--- src/rtl/hdlc_rx_desc_ctrl.sv ---
// hdlc_rx_desc_ctrl
//   Receive-side descriptor controller that sits downstream of hdlcrev.
//   - Synchronises the hdlcrev end-of-frame flag into clk_100m.
//   - Captures the frame length from the RAM write address and checks that
//     it is stable.
//   - Queues one {err, len} descriptor per frame.
//   - Pulses a DSP interrupt line for each frame.
//   - Exposes status, descriptor, ack and control registers on the EMIF bus.
//
// Ports
//   clk_100m          system clock
//   rst_n             asynchronous active-low reset
//   inr_rx            hdlcrev end-of-frame level (clkr domain)
//   rama[8:0]         hdlcrev RAM write address, quasi-static while inr_rx high
//   emif_dpram_wen    EMIF write strobe (1-cycle)
//   emif_dpram_ren    EMIF read strobe
//   emif_dpram_addr   EMIF word address
//   emif_dpram_wdata  EMIF write data
//   reg_rdata         register read data, 1 cycle after emif_dpram_ren
//   reg_rsel          high when reg_rdata must drive the EMIF bus
//   dsp_int           DSP interrupt (GPIO), active high
//
// Register window (word addresses relative to REG_BASE)
//   +0 STAT  R  {8'h0, overflow, irq_en, 1'b0, count[4:0]}
//   +1 DESC  R  {valid, err, 4'h0, 1'b0, len[8:0]} of the FIFO head, 0 when empty
//   +2 ACK   W  pop the FIFO head
//   +3 CTRL  W  bit0 irq_en, bit1 = 1 clears overflow
//
// Optional feature: define HDLC_RX_TIMEOUT_EN to re-interrupt the DSP every
// TIMEOUT_CYC cycles while descriptors remain un-acked.
//
// IRQ FSM
//   state     | meaning
//   IRQ_IDLE  | nothing pending to signal
//   IRQ_PULSE | dsp_int high, counting down IRQ_WIDTH cycles
//   IRQ_WAIT  | pulse sent, waiting for the DSP to drain the FIFO
`timescale 1ns/1ps

module hdlc_rx_desc_ctrl #(
  parameter logic [23:0] REG_BASE    = 24'h000100,
  parameter int          FIFO_DEPTH  = 4,
  parameter int          IRQ_WIDTH   = 50,
  parameter int          TIMEOUT_CYC = 100000
) (
  input  logic        clk_100m,
  input  logic        rst_n,
  input  logic        inr_rx,
  input  logic [8:0]  rama,
  input  logic        emif_dpram_wen,
  input  logic        emif_dpram_ren,
  input  logic [23:0] emif_dpram_addr,
  input  logic [15:0] emif_dpram_wdata,
  output logic [15:0] reg_rdata,
  output logic        reg_rsel,
  output logic        dsp_int
);

  localparam int PTR_W = $clog2(FIFO_DEPTH);
  localparam int CNT_W = PTR_W + 1;
  localparam logic [16:0] TMO_RELOAD = 17'(TIMEOUT_CYC - 1);

  typedef enum logic [1:0] {IRQ_IDLE, IRQ_PULSE, IRQ_WAIT} irq_state_t;

  irq_state_t state, state_nxt;

  // Three synchroniser flops plus one history flop for edge detection.
  logic [3:0] sync_q;
  logic       eof;
  logic [8:0] rama_q1, rama_q2;

  always_ff @(posedge clk_100m or negedge rst_n) begin
    if (!rst_n) begin
      sync_q  <= '0;
      rama_q1 <= '0;
      rama_q2 <= '0;
    end else begin
      sync_q  <= {sync_q[2:0], inr_rx};
      rama_q1 <= rama;
      rama_q2 <= rama_q1;
    end
  end

  assign eof = sync_q[2] & ~sync_q[3];

  // Length capture: wait two cycles, then sample until two consecutive
  // samples agree; after eight disagreements keep the last one and flag err.
  logic       cap_busy, cap_first, cap_done, cap_err;
  logic [1:0] cap_dly;
  logic [2:0] cap_miss;
  logic [8:0] cap_prev, cap_len;

  always_ff @(posedge clk_100m or negedge rst_n) begin
    if (!rst_n) begin
      cap_busy  <= 1'b0;
      cap_first <= 1'b0;
      cap_done  <= 1'b0;
      cap_err   <= 1'b0;
      cap_dly   <= '0;
      cap_miss  <= '0;
      cap_prev  <= '0;
      cap_len   <= '0;
    end else begin
      cap_done <= 1'b0;
      if (eof) begin
        cap_busy  <= 1'b1;
        cap_first <= 1'b1;
        cap_dly   <= 2'd2;
        cap_miss  <= '0;
      end else if (cap_busy) begin
        if (cap_dly != 2'd0) begin
          cap_dly <= cap_dly - 2'd1;
        end else begin
          cap_prev  <= rama_q2;
          cap_first <= 1'b0;
          if (!cap_first) begin
            if (rama_q2 == cap_prev) begin
              cap_done <= 1'b1;
              cap_err  <= 1'b0;
              cap_len  <= rama_q2;
              cap_busy <= 1'b0;
            end else if (cap_miss == 3'd7) begin
              cap_done <= 1'b1;
              cap_err  <= 1'b1;
              cap_len  <= rama_q2;
              cap_busy <= 1'b0;
            end else begin
              cap_miss <= cap_miss + 3'd1;
            end
          end
        end
      end
    end
  end

  // Register window decode.
  logic [23:0] reg_off;
  logic        in_win, wr_ack, wr_ctrl;

  assign reg_off = emif_dpram_addr - REG_BASE;
  assign in_win  = (reg_off < 24'd4);
  assign wr_ack  = emif_dpram_wen & in_win & (reg_off[1:0] == 2'd2);
  assign wr_ctrl = emif_dpram_wen & in_win & (reg_off[1:0] == 2'd3);

  // Descriptor FIFO. A pop in the same cycle frees a slot for a push on full.
  logic [9:0]       fifo_mem [FIFO_DEPTH];
  logic [PTR_W-1:0] wr_ptr, rd_ptr;
  logic [CNT_W-1:0] cnt;
  logic             fifo_full, fifo_empty, pop_req, push_ok, drop;
  logic [9:0]       head;

  assign fifo_full  = (cnt == CNT_W'(FIFO_DEPTH));
  assign fifo_empty = (cnt == '0);
  assign pop_req    = wr_ack & ~fifo_empty;
  assign push_ok    = cap_done & (~fifo_full | pop_req);
  assign drop       = cap_done & fifo_full & ~pop_req;
  assign head       = fifo_mem[rd_ptr];

  always_ff @(posedge clk_100m) begin
    if (push_ok) fifo_mem[wr_ptr] <= {cap_err, cap_len};
  end

  always_ff @(posedge clk_100m or negedge rst_n) begin
    if (!rst_n) begin
      wr_ptr <= '0;
      rd_ptr <= '0;
      cnt    <= '0;
    end else begin
      if (push_ok) wr_ptr <= wr_ptr + 1'b1;
      if (pop_req) rd_ptr <= rd_ptr + 1'b1;
      if (push_ok && !pop_req)      cnt <= cnt + 1'b1;
      else if (pop_req && !push_ok) cnt <= cnt - 1'b1;
    end
  end

  // Control state. irq_en_nxt lets a CTRL write take effect on the FSM in
  // the same cycle, so dsp_int drops the cycle after the write.
  logic irq_en, irq_en_nxt, overflow;

  assign irq_en_nxt = wr_ctrl ? emif_dpram_wdata[0] : irq_en;

  always_ff @(posedge clk_100m or negedge rst_n) begin
    if (!rst_n) begin
      irq_en   <= 1'b1;
      overflow <= 1'b0;
    end else begin
      irq_en <= irq_en_nxt;
      if (drop)                                 overflow <= 1'b1;
      else if (wr_ctrl && emif_dpram_wdata[1]) overflow <= 1'b0;
    end
  end

  // Registered read path.
  logic [15:0] rd_mux;

  always_comb begin
    rd_mux = 16'h0;
    case (reg_off[1:0])
      2'd0:    rd_mux = {8'h0, overflow, irq_en, 1'b0, 5'(cnt)};
      2'd1:    rd_mux = fifo_empty ? 16'h0 : {1'b1, head[9], 4'h0, 1'b0, head[8:0]};
      default: rd_mux = 16'h0;
    endcase
  end

  always_ff @(posedge clk_100m or negedge rst_n) begin
    if (!rst_n) begin
      reg_rdata <= '0;
      reg_rsel  <= 1'b0;
    end else if (emif_dpram_ren && in_win) begin
      reg_rdata <= rd_mux;
      reg_rsel  <= 1'b1;
    end else begin
      reg_rdata <= '0;
      reg_rsel  <= 1'b0;
    end
  end

  // Re-interrupt timer.
  logic tmo_fire;

`ifdef HDLC_RX_TIMEOUT_EN
  logic [16:0] tmo_cnt;
  logic        tmo_run;

  assign tmo_run  = (state == IRQ_WAIT) & ~fifo_empty & ~pop_req & ~wr_ctrl;
  assign tmo_fire = tmo_run & (tmo_cnt == 17'd0);

  always_ff @(posedge clk_100m or negedge rst_n) begin
    if (!rst_n)                  tmo_cnt <= TMO_RELOAD;
    else if (!tmo_run)           tmo_cnt <= TMO_RELOAD;
    else if (tmo_cnt == 17'd0)   tmo_cnt <= TMO_RELOAD;
    else                         tmo_cnt <= tmo_cnt - 17'd1;
  end
`else
  logic unused_tmo_cfg;
  assign unused_tmo_cfg = |TMO_RELOAD;
  assign tmo_fire       = 1'b0;
`endif

  // IRQ FSM with pulse-width down-counter.
  logic [7:0] pulse_cnt;

  always_ff @(posedge clk_100m or negedge rst_n) begin
    if (!rst_n) begin
      state     <= IRQ_IDLE;
      pulse_cnt <= 8'(IRQ_WIDTH - 1);
    end else begin
      state <= state_nxt;
      if (state != IRQ_PULSE)    pulse_cnt <= 8'(IRQ_WIDTH - 1);
      else if (pulse_cnt != 8'd0) pulse_cnt <= pulse_cnt - 8'd1;
    end
  end

  always_comb begin
    state_nxt = state;
    case (state)
      IRQ_IDLE:  if (push_ok) state_nxt = IRQ_PULSE;
      IRQ_PULSE: if (pulse_cnt == 8'd0) state_nxt = IRQ_WAIT;
      IRQ_WAIT: begin
        if (push_ok || tmo_fire) state_nxt = IRQ_PULSE;
        else if (fifo_empty)     state_nxt = IRQ_IDLE;
      end
      default:   state_nxt = IRQ_IDLE;
    endcase
    if (!irq_en_nxt) state_nxt = IRQ_IDLE;
  end

  assign dsp_int = (state == IRQ_PULSE);

  logic unused_wdata;
  assign unused_wdata = ^emif_dpram_wdata[15:2];

endmodule

--- config.mk ---
export PLATFORM = sky130hd
export DESIGN_NAME = hdlc_rx_desc_ctrl
export DESIGN_NICKNAME = d
export VERILOG_FILES = /design/src/rtl/hdlc_rx_desc_ctrl.sv
export SDC_FILE = /design/constraint.sdc
export NUM_CORES = 1
export LEC_CHECK = 0
export CAP_MARGIN = 20
export CORE_MARGIN = 10
export CORE_UTILIZATION = 45
export DETAILED_ROUTE_END_ITERATION = 12
export PLACE_DENSITY_LB_ADDON = 0.05
export SLEW_MARGIN = 20
export SYNTH_ARGS = -nofsm -noshare
export SYNTH_HDL_FRONTEND = slang
export SYNTH_SLANG_ARGS = --single-unit
--- constraint.sdc ---
create_clock -name clk_100m -period 2.82 [get_ports clk_100m]
set_clock_uncertainty 0.15 [all_clocks]
set_input_delay 0.846 -clock clk_100m [delete_from_list [all_inputs] [get_ports clk_100m]]
set_output_delay 0.846 -clock clk_100m [all_outputs]
set_load 0.02 [all_outputs]
Yosys cells after proc, flatten, opt, wreduce, memory -nomap -nowiden
Memory sizes are Yosys's and may differ from the RTL's.
Index checks and enable logic that the tools add are counted.
{"block": "totals", "reg_bits": 85, "ramBits": 40, "in_bits": 54, "word_cells": 133, "memories": 1}
{"block": "op_classes", "addsub": 8, "n_lt_le_gt_ge": 1, "eq_ne": 16, "n_mux": 47, "n_bitwise": 16, "n_reduce_logical": 24}
{"memory": "fifo_mem", "depth": 4, "width": 10, "read_ports": 1, "rd_ports_with_merged_regs": 0, "wr": 1, "line_no": "145", "rtl": "logic [9:0] fifo_mem [FIFO_DEPTH];"}
{"op": "two-way mux 16 bit", "count": 2}
{"op": "case mux 16 bit (2 select lines)", "count": 1}
{"op": "less-than comparator 24 x 3 -> 1 bit (second input constant)", "count": 1}
{"op": "two-way mux 3 bit", "count": 8}
{"op": "subtractor 24 x 9 -> 24 bit (second input constant)", "count": 1}
{"op": "two-way mux 1 bit", "count": 23}
{"op": "two-way mux 9 bit", "count": 2}
{"op": "two-way mux 2 bit", "count": 8}
{"op": "two-way mux 8 bit", "count": 2}
{"op": "nonzero test 2 bit", "count": 7}
{"op": "AND reduction 5 bit", "count": 2}
{"op": "== test 9 bit", "count": 1}
{"op": "AND 1 bit", "count": 8}
{"op": "zero test 8 bit", "count": 1}
{"op": "inequality test 2 bit (second input constant)", "count": 4}
{"op": "nonzero test 8 bit", "count": 1}
{"op": "subtractor 8 x 1 -> 8 bit (second input constant)", "count": 1}
{"op": "inverter 1 bit", "count": 7}
{"op": "adder 3 x 1 -> 3 bit (second input constant)", "count": 2}
{"op": "== test 2 bit (second input constant)", "count": 3}
{"op": "== test 3 bit (second input constant)", "count": 2}
{"op": "case mux 2 bit (3 select lines)", "count": 1}
{"op": "AND reduction 3 bit", "count": 2}
{"op": "adder 2 x 1 -> 2 bit (second input constant)", "count": 2}
{"op": "other kinds (13)", "count": 20}

Logic depth before layout (Yosys ltp)
Gate-level depths: netlist (run 1).
{"block": "logic_depth", "depth_word": 11, "depth_mapped": 10}

Least setup slack after synthesis (run 1)
Ideal clock, no wire load.
{"block": "synth_path", "path_kind": "input to register", "from": "in emif_dpram_addr[12]", "to": "reg cnt[2]", "setup_ns": 0.079, "arrival_ns": 2.917, "required_time_ns": 2.591, "path_slack_ns": -0.327, "path_stages": 9, "path_cell_list": "or4_4 a311oi_4 o21a_4 ha_1 inv_1 fa_1 xor2_1 nor2_1 xor2_1"}
{"block": "synth_between", "elab_chain_len": 10, "elab_cells_between_ends": 13, "cone_classes": "add/sub: 1; order compare: 1; mux: 1; bitwise: 5; reduce/logical: 5"}
{"item": "start, declared", "line_no": "51", "rtl": "input logic [23:0] emif_dpram_addr,"}
{"item": "subtractor 24 x 9 -> 24 bit *", "line_no": "139", "rtl": "assign reg_off = emif_dpram_addr - REG_BASE;"}
{"item": "less-than comparator 24 x 3 -> 1 bit *", "line_no": "140", "rtl": "assign in_win = (reg_off < 24'd4);"}
{"item": "AND 1 bit * (2 in a row)", "line_no": "141", "rtl": "assign wr_ack = emif_dpram_wen & in_win & (reg_off[1:0] == 2'd2);"}
{"item": "AND 1 bit *", "line_no": "153", "rtl": "assign pop_req = wr_ack & ~fifo_empty;"}
{"item": "bitwise OR 1 bit *", "line_no": "154", "rtl": "assign push_ok = cap_done & (~fifo_full | pop_req);"}
{"item": "AND 1 bit *", "line_no": "154"}
{"item": "net push_ok", "line_no": "148", "rtl": "logic fifo_full, fifo_empty, pop_req, push_ok, drop;"}
{"item": "zero test 1 bit", "line_no": "171", "rtl": "else if (pop_req && !push_ok) cnt <= cnt - 1'b1;"}
{"item": "logical AND 1 bit", "line_no": "171"}
{"item": "nonzero test 2 bit (no source line)"}
{"item": "end signal, assigned", "line_no": "170", "rtl": "if (push_ok && !pop_req) cnt <= cnt + 1'b1;"}
{"item": "end signal, assigned", "line_no": "171"}
{"item": "end, declared", "line_no": "147", "rtl": "logic [CNT_W-1:0] cnt;"}
The timed path passes the listed nets; every way through them passes the cells marked *.
A chain may end at the register's enable or synchronous reset.

Final worst setup path (run 1)
{"block": "layout_path", "from": "in emif_dpram_wen", "to": "reg cnt[1]"}
{"block": "layout_between", "elab_chain_len": 8, "elab_cells_between_ends": 11, "cone_classes": "mux: 1; bitwise: 5; reduce/logical: 5"}
{"item": "start, declared", "line_no": "49", "rtl": "input logic emif_dpram_wen,"}
{"item": "AND 1 bit * (2 in a row)", "line_no": "141"}
{"item": "AND 1 bit *", "line_no": "153"}
{"item": "bitwise OR 1 bit", "line_no": "154"}
{"item": "AND 1 bit", "line_no": "154"}
{"item": "zero test 1 bit", "line_no": "171"}
{"item": "logical AND 1 bit", "line_no": "171"}
{"item": "nonzero test 2 bit (no source line)"}
Mark *: on every way between the ends. The rest lies on a longest branch, timed or not.

==> impl_metrics.tcl, run 1 <==
set metrics [dict create \
    status "finished, final reports clean" \
    dp.cells 541 \
    grt-ovfl-total 0 \
    place_congestion 0.8381 \
    vdd_ir_drop_max_uv 556.0 \
    power.density_mw_per_mm2 724.8 \
    reg2reg_from "rama_q2[7]" \
    critPathCaptureType "register" \
    ys.flop_type "dfrtp_1" \
    synth_compound_area_frac 0.05048 \
    slew_violations 0 \
    worst_hold_slack_ns 0.1076 \
    synth_edf_count 40 \
    ios 72 \
    cts-root-buf "clkbuf_8" \
    min_period_ns 2.808 \
    numCtsBuffers 17 \
    synth_top_family_by_area "simple AND/OR/NAND/NOR gates" \
    grt_pass1_wl_um 15660 \
    vias 2848 \
    grt_max_degree 51 \
    finalHoldViolCount 0 \
    worstMarginPinSlew_ns 0.6881 \
    yosys_warnings 0 \
    cp_data_required_time_ns 3.08 \
    async_flop_share 0.6667 \
    yosysTopAreaCell "dfrtp_1" \
    ys_seq_elements 120 \
    finalCritPeriodShare 0.9957 \
    synthAdderAreaFrac 0.02689 \
    synth_most_common_cell "dfrtp_1" \
    drt-vias-per-instance 4.893 \
    drv_cap 0 \
    postLayoutCellArea_sq_mm 0.006586 \
    firstDrtPassIters 4 \
    ant_nets 0 \
    cts_num_sinks 120 \
    h-tree-depth 4 \
    syn_area_sq_mm 0.004932 \
    netlist_instances 330 \
    dr.first_iter.drc_count 127 \
    final_cells 582 \
    dp_hpwl_um 6428 \
    syn_avg_cell_area_sq_um 14.95 \
    clock_latency_ns 0.52 \
    synth-xor-area-share 0.03907 \
    grt_pass1_vias 3068 \
    drive_gt1_frac 0.2828 \
    diodes 0 \
    n_fill_cell 837 \
    cts_tree "done" \
    utilization 0.6102 \
    dieArea_sq_mm 0.01555 \
    die_x_um 124.7 \
    critPathLaunch "emif_dpram_wen" \
    synth_mux_area_frac 0.1025 \
    antenna_found_initial 0 \
    slew_headroom 0.5294 \
    yosys-top-cells-count "dfrtp_1, edfxtp_1, nor2_1" \
    p_leak_uw 0.002701 \
    critical_path_class "in2reg" \
    ys_seq_area_frac 0.6504 \
    fmaxAchievable_ghz 0.3561 \
    synth.distinct_cells 55 \
    wl_per_cell_um 15.50 \
    routed_wl_um 9020 \
    track_usage 0.1245 \
    synth-simple-area-share 0.1083 \
    die_h_um 124.7 \
    ys_top_cells_by_area "dfrtp_1, edfxtp_1, mux4_2" \
    multi_input_area_sq_mm 0.001714 \
    syn_to_final_growth_pct 33.54 \
    clk_pin_slew_ns 0.06 \
    start_util 0.4570 \
    coreArea_sq_mm 0.01079 \
    clockBufferDepth 2 \
    ff_latch_area_sq_mm 0.003208 \
    crit_arrival_ns 3.07 \
    drc_errors 0 \
    finalSetupViolations 0 \
    place_area_sq_mm 0.005856 \
    fin_nets 493 \
    io_buffers 52 \
    hp-class "in2async" \
    row_count 38 \
    cp-start-kind "primary input" \
    synth_top_area_share 0.3856 \
    crit_fanout 3 \
]
## through the flow
stage                     setup WS (ns)  setup TNS [ns]  power [uW]
final                           0.01205               0        4774
after global routing           -0.02689        -0.04665        4995
after CTS                     0.0003926               0        4837
after detailed placement        -0.7007          -24.71        2560
after global placement          -0.6589          -24.01        2539
after floorplan                 -0.1934         -0.3728        2385
## cells in the final DEF (no fill, tap or decap), drive strengths merged, types with 4 or more instances in the layout
master,count
a21oi,12
nand2,19
xnor2,8
ha,9
edfxtp,40
clkbuf,21
o21ai,4
nor2,21
conb,5
mux2,21
buf,35
nor4,5
nor3,5
dlygate4sd2,12
xor2,14
nor2b,13
dfstp,4
nand3,6
clkdlybuf4s50,31
and2,7
inv,13
dfrtp,76
clkinv,5
bufinv,4
mux4,10
## state kept, by name (all words and copies together), names as in the netlist
name       count
wr_ptr         2
fifo_mem      40
state          2
sync_q         4
cap_err        1
cap_miss       3
reg_rdata     11
rd_ptr         2
cap_busy       1
cap_prev       9
cap_len        9
cap_dly        2
overflow       1
pulse_cnt      8
cap_done       1
cnt            3
cap_first      1
irq_en         1
rama_q2        9
rama_q1        9
reg_rsel       1
## timing repair
action / CTS / global route
pin swaps: 15 / 11
hold buffers: 0 / 0
resized for setup: 25 / 12
setup buffers: 4 / 5
setup endpoints to repair: 3 / 41
endpoints found under the hold margin: 0 / 0
## critical path, stage by stage
cell             delay, ns
clkdlybuf4s50_1       0.46
and3b_2               0.20
nand3_2               0.08
a311oi_4              0.35
buf_4                 0.19
nand2_4               0.05
ha_4                  0.16
inv_2                 0.04
fa_2                  0.41
mux2_2                0.26
## cell families after synthesis
group	count (synthesis)
other	1
xor gates and xnor gates	22
AOI/OAI and AO/OA	31
DFF	120
and+or+nand+nor	93
buffers and inverters	21
muxes	32
adders and majority gates	10
## final timing paths
kind | endpoint | slack (ns) | cells past startpoint
setup / recovery | cnt[1] | 0.01 | 10
setup reg to reg | cap_len[8] | 0.55 | 6
hold reg to reg | rama_q2[2] | 0.19 | 0
max in group asynchronous | cap_err | 1.81 | 2
min in group clk_100m | rama_q2[2] | 0.19 | 0
hold / removal | reg_rdata[1] | 0.11 | 1
## layout make-up
cell class,instances,area share
flip-flops and latches,120,0.4871
well taps,140,0.02660
inverters,11,0.006269
clock inverters,14,0.02964
repair buffers,86,0.1235
multi-input cells,193,0.2603
clock buffers,18,0.06668
## power by group
group | switching (uW) | internal, uW
Combinational | 245 | 251
Sequential | 89.2 | 1930
Clock | 768 | 1490
Total | 1100 | 3670
## per-layer routing
layer / up-vias / GRT usage / routed length [um]
met5: - / 0 / 0
met4: 0 / 0.05209 / 126
met3: 14 / 0.04468 / 435
met2: 70 / 0.1880 / 4292
met1: 1384 / 0.1581 / 4165
li1: 1380 / - / -
No activity file was read; power rests on OpenSTA's default activity.
==> run 2: changes to the inputs <==
- clock period: 2.82 -> 3.4 ns (I/O delays scaled with it)
==> run 2 against run 1 <==
Net effect: critical path depth unchanged; sequential power decreased by 17%; first-iteration DRC count increased by 13%; via count decreased by 1.5%; total power decreased by 20%; combinational power decreased by 19%; clock-buffer cell count decreased by 1; global-route usage decreased by 0.17 points; clock power decreased by 23%; hold slack improved by 0.082 ns; critical path type unchanged; critical endpoint is now cnt[2]; largest cell class unchanged; highest routed layer unchanged.
==> impl_metrics.tcl, run 2 (synthesis results as in run 1) <==
set metrics [dict create \
    hp-class "reg2reg" \
    crit_arrival_ns 3.58 \
    drt-vias-per-instance 4.906 \
    use_met2 0.1963 \
    cp-start-kind "primary input" \
    dp_hpwl_um 6356 \
    switching_share 0.2352 \
    cts-root-buf "clkbuf_8" \
    firstDrtPassIters 4 \
    worst_hold_slack_ns 0.1897 \
    ios 72 \
    min_period_ns 3.293 \
    grt.busiest_layer "met2" \
    largest_reg_flops 40 \
    coreArea_sq_mm 0.01079 \
    combPwrFrac 0.105 \
    clockPowerShare 0.456 \
    power_switching_uw 899.1 \
    hold_buffers 0 \
    rsz0062_at_grt "false" \
    row_count 38 \
    power.total_uw 3822 \
    n_fill_cell 856 \
    grt_pass1_wl_um 15240 \
    dr.first_iter.drc_count 143 \
    seq_power_share 0.438 \
    gr-usage-met3 0.04553 \
    clk_pin_slew_ns 0.06 \
    cts_tree "done" \
    ant_nets 0 \
    grt_pass1_vias 2968 \
    diodes 0 \
    mostFrequentLayoutCell "dfrtp_1" \
    die_x_um 124.7 \
    io_buffers 52 \
    power.density_mw_per_mm2 597.1 \
    worstMarginPinSlew_ns 0.7065 \
    finalSetupTns_ns 0 \
    slew_violations 0 \
    cts_resized 0 \
    layout_common_cells "dfrtp_1, clkdlybuf4s50_1, edfxtp_1, nor2_1, buf_4" \
    finalSetupViolations 0 \
    drv_cap 0 \
    grt-ovfl-total 0 \
    cts_post_setup_buffers_inserted 0 \
    numCtsBuffers 17 \
    h-tree-depth 4 \
    cts_num_sinks 120 \
    drc_errors 0 \
    routed_wl_um 8915 \
    vias 2806 \
    top_regs "fifo_mem x40, reg_rdata x11" \
    die_h_um 124.7 \
    p_int_uw 2923 \
    status "finished, final reports clean" \
    dieArea_sq_mm 0.01555 \
    critPathCaptureType "register" \
    finalHoldViolCount 0 \
    clock_latency_ns 0.51 \
    drive_gt1_frac 0.2338 \
    vdd_ir_drop_max_uv 430.2 \
    clockBufferDepth 2 \
    track_usage 0.1228 \
    syn_to_final_growth_pct 29.78 \
    grt_max_degree 40 \
    crit_fanout 3 \
    slew_headroom 0.5168 \
    fmaxAchievable_ghz 0.3037 \
    place_congestion 0.8115 \
    start_util 0.4570 \
    critical_path_class "in2reg" \
    finalCritPeriodShare 0.9686 \
    p_leak_uw 0.002563 \
    wl_per_cell_um 15.59 \
    gr-usage-met1 0.1463 \
    fin_nets 483 \
    cp_data_required_time_ns 3.68 \
    antenna_found_initial 0 \
    regMostFlops "fifo_mem" \
]
-- run 2: cell types whose count changed in the layout (fill, tap and decap cells not counted), sizes merged --
cell | before | now
clkdlybuf4s50 | 31 | 51
clkbuf | 21 | 17
inv | 13 | 18
clkdlybuf4s15 | 2 | 0
dlymetal6s2s | 3 | 0
clkinvlp | 3 | 1
buf | 35 | 25
dlygate4sd2 | 12 | 0
clkinv | 5 | 4
bufinv | 4 | 3
-- run 2: layer usage --
metal,wire length (um),share of wire,up-vias
li1,-,-,1353
met1,4040,0.45,1381
met2,4401,0.49,64
met3,392,0.044,8
met4,80,0.0090,0
met5,0,0,-
-- run 2: critical path, cell delays in order --
cell and delay (ns):
clkdlybuf4s50_1 0.46, or4_4 0.58, a311oi_4 0.35, o21a_4 0.19
ha_1 0.16, inv_1 0.05, fa_1 0.37, xor2_1 0.15
nor2_1 0.10, xor2_1 0.14
-- run 2: area by class of cell --
cell class	instances	area, sq um	share of cell area
repair buffers	76	760.7	0.1188
flip-flops and latches	120	3208	0.5012
clock buffers	17	414.1	0.06470
well taps	140	175.2	0.02737
inverters	11	41.29	0.006450
clock inverters	15	168.9	0.02639
multi-input cells	193	1633	0.2551
-- run 2: stage by stage --
| stage | instances | setup slack [ns] | instance area (sq um) | utilization |
|---|---|---|---|---|
| final | 572 | 0.1069 | 6401 | 0.5931 |
| after global routing | 572 | 0.008855 | 6401 | 0.5931 |
| after CTS | 572 | 0.1197 | 6401 | 0.5931 |
| after detailed placement | 540 | -0.4155 | 5818 | 0.5391 |
| after global placement | 540 | -0.3883 | 5818 | 0.5391 |
| after floorplan | 334 | 0.07933 | 4947 | - |
-- run 2: path summary, 6_finish.rpt --
| path | start | endpoint | slack, ns | cells past startpoint |
|---|---|---|---|---|
| min in group asynchronous | rst_n | reg_rdata[0] | 0.34 | 1 |
| setup reg to reg | rama_q2[7] | cap_len[8] | 1.12 | 6 |
| hold / removal | rama_q1[4] | rama_q2[4] | 0.19 | 0 |
| setup / recovery | emif_dpram_addr[12] | cnt[2] | 0.11 | 10 |
| max in group asynchronous | rst_n | pulse_cnt[4] | 2.12 | 2 |
| hold reg to reg | rama_q1[4] | rama_q2[4] | 0.19 | 0 |
-- run 2: power by group through the flow --
stage / clock (uW) / combinational, uW / sequential, uW
after floorplan: 0 / 292 / 1690
after global placement: 0 / 400 / 1700
after detailed placement: 0 / 411 / 1700
after CTS: 1790 / 413 / 1680
after global routing: 1860 / 452 / 1690
final: 1740 / 402 / 1680
==> run 3: changes to the inputs <==
- PLACE_DENSITY_LB_ADDON: 0.05 -> 0.12
- clock period: 3.4 -> 3.95 ns (I/O delays scaled with it)
==> run 3 against run 2 <==
Net effect: clock power shrank 17%; final cell count is 1.9% lower; wire length fell by 5.7%; sequential power shrank 14%; total power decreased by 15%; hold slack improved by 0.0065 ns; via count shrank 3.3%; setup slack improved by 0.34 ns; combinational power is 15% lower; sequential cell count is the same; clock-buffer cell count grew 2; register-to-register slack better by 0.26 ns.
==> impl_metrics.tcl, run 3 (synthesis results as in run 1) <==
set metrics [dict create \
    fin_nets 472 \
    timing.final.ws_setup_ns 0.4481 \
    finalHoldViolCount 0 \
    start_util 0.4570 \
    critPathLaunch "emif_dpram_addr[12]" \
    cts-root-buf "clkbuf_8" \
    pre_cts_slack_ns -0.06551 \
    ios 72 \
    min_period_ns 3.502 \
    antenna_found_initial 0 \
    rsz0062_at_grt "false" \
    status "finished, final reports clean" \
    coreArea_sq_mm 0.01079 \
    utilization 0.5843 \
    drv_cap 0 \
    grt_max_degree 81 \
    drt-vias-per-instance 4.838 \
    clockBufferDepth 2 \
    n_fill_cell 864 \
    numCtsBuffers 17 \
    drc_errors 0 \
    dr.first_iter.drc_count 109 \
    cts_post_setup_buffers_inserted 0 \
    cp-start-kind "primary input" \
    crit_path_end "cnt[2]" \
    finalCritPeriodShare 0.8866 \
    mostFrequentLayoutCell "dfrtp_1" \
    diodes 0 \
    cp_data_required_time_ns 4.21 \
    grt_pass1_vias 2854 \
    routed_wl_um 8403 \
    p_leak_uw 0.002502 \
    cts_tree "done" \
    grt_pass1_wl_um 14410 \
    crit_fanout 3 \
    worst_hold_slack_ns 0.1962 \
    slew_headroom 0.3948 \
    layout_common_cells "dfrtp_1, clkdlybuf4s50_1, edfxtp_1, nor2_1, nand2_1" \
    reg2reg_to "cap_len[8]" \
    vias 2714 \
    die_x_um 124.7 \
    reg2reg_from "rama_q2[7]" \
    hp-class "reg2reg" \
    finalSetupViolations 0 \
    ff_latch_area_sq_mm 0.003208 \
    hold_buffers 0 \
    io_buffers 52 \
    crit_arrival_ns 3.76 \
    die_h_um 124.7 \
    critical_path_class "in2reg" \
    track_usage 0.1128 \
    dieArea_sq_mm 0.01555 \
    wl_per_cell_um 14.98 \
    row_count 38 \
    finalSetupTns_ns 0 \
    ant_nets 0 \
    multi_input_area_sq_mm 0.001633 \
    h-tree-depth 4 \
    critPathCaptureType "register" \
    cts_num_sinks 120 \
    r2r.worst_path.cells 5 \
    clock_latency_ns 0.49 \
    slew_violations 0 \
    cts_resized 0 \
    worstMarginPinSlew_ns 0.9010 \
    regMostFlops "fifo_mem" \
    place_congestion 0.8070 \
    firstDrtPassIters 4 \
    power.density_mw_per_mm2 512.5 \
    syn_to_final_growth_pct 27.85 \
    drive_gt1_frac 0.2138 \
    grt-ovfl-total 0 \
    vdd_ir_drop_max_uv 408.1 \
    dp_hpwl_um 5975 \
    largest_reg_flops 40 \
    top_regs "fifo_mem x40, reg_rdata x11" \
    clk_pin_slew_ns 0.06 \
    r2r_slack_ns 1.38 \
    fmaxAchievable_ghz 0.2856 \
]
## run 3: routing by layer
metal | vias up | routed length, um | global-route usage
met5 | - | 0 | 0
met2 | 68 | 3912 | 0.1771
met4 | 0 | 53 | 0.03701
met3 | 4 | 344 | 0.03447
met1 | 1313 | 4092 | 0.1452
li1 | 1329 | - | -
## run 3: layout make-up
type                            count  area share
Clock inverter                     13     0.01825
Timing Repair Buffer               65      0.1062
Tap cell                          140     0.02778
Clock buffer                       19     0.07361
Sequential cell                   120      0.5087
Inverter                           11    0.006548
Multi-Input combinational cell    193      0.2589
## run 3: worst min path at each step
stage	from	endpoint	slack [ns]	depth (start not counted)
2_1_floorplan	rama_q1[0]	rama_q2[0]	0.18	0
3_3_place_gp	rama_q1[6]	rama_q2[6]	0.18	0
3_5_place_dp	rama_q1[1]	rama_q2[1]	0.18	0
4_1_cts	rama_q1[1]	rama_q2[1]	0.20	0
5_1_grt	rama_q1[1]	rama_q2[1]	0.20	0
6_report	rama_q1[3]	rama_q2[3]	0.20	0
## run 3: through the flow
stage | area (sq um) | std cells | power, uW
after CTS | 6302 | 561 | 3278
final | 6306 | 561 | 3232
after detailed placement | 5723 | 529 | 1813
after floorplan | 4947 | 334 | 1702
after global placement | 5723 | 529 | 1798
after global routing | 6306 | 561 | 3384
## run 3: where the power goes
part / internal [uW] / switching, uW / total, uW / leakage, uW
Sequential: 1380 / 63.2 / 1440 / 0.00130
Clock: 912 / 536 / 1450 / 0.000289
Combinational: 173 / 169 / 343 / 0.000914
Total: 2460 / 769 / 3230 / 0.00250
## run 3: critical path, stage by stage
cell             delay (ns)
clkdlybuf4s50_1        0.45
or4_4                  0.57
a311oi_4               0.34
o21a_4                 0.19
ha_1                   0.17
inv_1                  0.06
fa_1                   0.37
xor2_1                 0.15
nor2_1                 0.12
xor2_1                 0.17
==> patch (flow settings as in run 1) <==
Add a define of `HDLC_RX_TIMEOUT_EN`.
--- a/src/rtl/hdlc_rx_desc_ctrl.sv
+++ b/src/rtl/hdlc_rx_desc_ctrl.sv
@@ -37,2 +37,4 @@
 `timescale 1ns/1ps
+
+`define HDLC_RX_TIMEOUT_EN
 
Formal check against the unedited RTL: no difference found for any inputs over 10 cycles, from zero or initial values and one cycle with rst_n low; that may be too few to reach the edited logic, so the function may still have changed.
==> patch against run 1 <==
  * Cell count rose by 16%
  * First-iteration DRC count down 0.79%
  * Setup slack got worse by 0.0061 ns
  * Wire length up 9.5%
  * Combinational power decreased by 9.7%
  * Global-route usage decreased by 0.11 points
  * Sequential cell count grew 17
  * Area after synthesis up 13%
  * Design area grew 10%
  * Power grew 3.8%
  * Critical path type unchanged
==> patch: results (changes against run 1) <==
Run status
  • Status: completed

Route
  • Wire per inst: 14.7 um (-5.3%)
  • Routed vias/inst: 4.92 (+0.45%)
  • Drt first pass iters: 5 (+1)
  • Number of DRC markers in iteration 0: 126 (-0.79%)
  • DRT Wirelength: 9880 um (+9.5%)

Critical path
  • Reg2reg path depth: 5 (-1)
  • Reg-to-reg setup timing slack: 0.26 ns (-0.29 ns)
  • End of the critical path: cnt[2]
  • CP Launch Point: emif_dpram_addr[11]
  • Worst-path maximum fanout: 2 (-1)
  • Reg2reg start: tmo_cnt[6]
  • Arrival time worst endpoint: 3.00 ns (-0.07 ns)
  • Slowest stage cell on the critical path: a2111o_1
  • Critical path's largest stage delay: 0.42 ns (-0.04 ns)
  • Capture point of the worst reg-to-reg path: state[0]

Logic synthesis
  • Top cells by count, synth: 83 x dfrtp_1, 40 x edfxtp_1, 25 x nor2_1, 23 x nand2_1, 22 x mux2_2
  • Async set or reset register ratio after synthesis: 70.8% (+4.1 points)
  • Adder-Cell Fraction of Synth Area: 2.60% (-0.089 points)
  • Mux contribution to synthesized area: 9.19% (-1.1 points)
  • Post-synth cell types: 51 (-7.3%)
  • Synth Area in XOR/XNOR: 5.18% (+1.3 points)
  • Register area share after synthesis: 65.3% (+0.28 points)
  • Synth Warn #: 0 (unchanged)
  • Synth area leaders: dfrtp_1 37%, edfxtp_1 22%, dfstp_2 6.6%, mux2_2 4.4%, mux4_2 4.0%
  • Post-synthesis compound-gate area fraction: 4.51% (-0.54 points)
  • Syn Area/Cell: 14.2 sq um (-5.2%)
  • Number of synthesized flops with an enable pin: 40 (unchanged)

Global route
  • Global-route usage over all layers: 12.3% (-0.11 points)
  • Pin count of the biggest net entering global routing: 46 (-9.8%)
  • Vias in the first global route: 3454 (+13%)
  • First-pass GRT wire length: 17400 um (+11%)

STA
  • Normalized max-slew margin: 54.2% (+1.2 points)

Placed design
  • Placed cell area: 6600 sq um (+13%)
  • Gp weighted congestion: 0.773 (-7.7%)
  • DP Cell Count: 636 (+18%)
  • Port bufs: 52 (unchanged)
  • Final HPWL DP: 6940 um (+8.0%)

Clock tree
  • Worst skew pair latency: 0.42 ns (-0.10 ns)
  • Worst-path clk slew: 0.06 ns (about the same)
  • Root Driver: clkbuf_16

Cells and area
  • Regs by FF count: fifo_mem: 40 flops, tmo_cnt: 17 flops, reg_rdata: 11 flops
  • Total Nets Final: 557 (+13%)
  • Filler cells: 942 (+13%)
  • Layout cells sized above 1: 29.5% (+1.2 points)

Power and ir drop
  • Peak VDD IR: 0.000541 V (-2.6%)
  • Static Leak: 2.86 nW (+5.9%)
  • Net load switching power: 1.12 mW (+1.9%)
[patch: metal layers]
| metal | vias to the layer above | GRT usage (%) | wire, um |
|---|---|---|---|
| met5 | - | 0 | 0 |
| met4 | 0 | 5.75 | 195 |
| met3 | 15 | 4.12 | 439 |
| met2 | 74 | 18.2 | 4490 |
| met1 | 1614 | 16.1 | 4750 |
| li1 | 1605 | - | - |
[patch: what timing repair did]
| action | CTS | global route |
|---|---|---|
| setup buffers | 3 | 2 |
| resized for setup | 62 | 4 |
| pin swaps | 12 | 8 |
| endpoints found under the setup margin | 43 | 17 |
[patch: cell type report]
| type | instances | area, sq um | share of cell area, % |
|---|---|---|---|
| clock buffers | 18 | 439 | 6.06 |
| clock inverters | 14 | 169 | 2.33 |
| inverters | 20 | 75.1 | 1.04 |
| multi-input cells | 229 | 1910 | 26.3 |
| flip-flops and latches | 137 | 3650 | 50.3 |
| well taps | 168 | 210 | 2.90 |
| repair buffers | 87 | 798 | 11.0 |
[patch: power by group through the flow]
stage,Clock [mW],Combinational (mW),Sequential [mW]
floorplan,0,0.309,2.27
global route,2.39,0.506,2.28
global placement,0,0.438,2.29
CTS,2.30,0.457,2.26
finish,2.25,0.447,2.26
detailed placement,0,0.460,2.30
[patch: worst max-delay path: cells and delay by family]
family          cells  cell delay [ns]
compound gates      2             0.61
fa+ha+maj           2             0.49
simple gates        2             0.40
buf+inv             3             0.30
xor+xnor            2             0.28
mux                 1             0.07
[patch: per-stage QoR]
stage	setup slack, ns	hold slack [ns]	util (%)
2_1_floorplan	-0.360	0.181	-
4_1_cts	-0.00281	0.191	59.9
6_report	0.00590	0.191	60.1
5_1_grt	-0.157	0.204	60.1
3_5_place_dp	-0.832	0.185	54.8
3_3_place_gp	-0.765	0.182	54.8
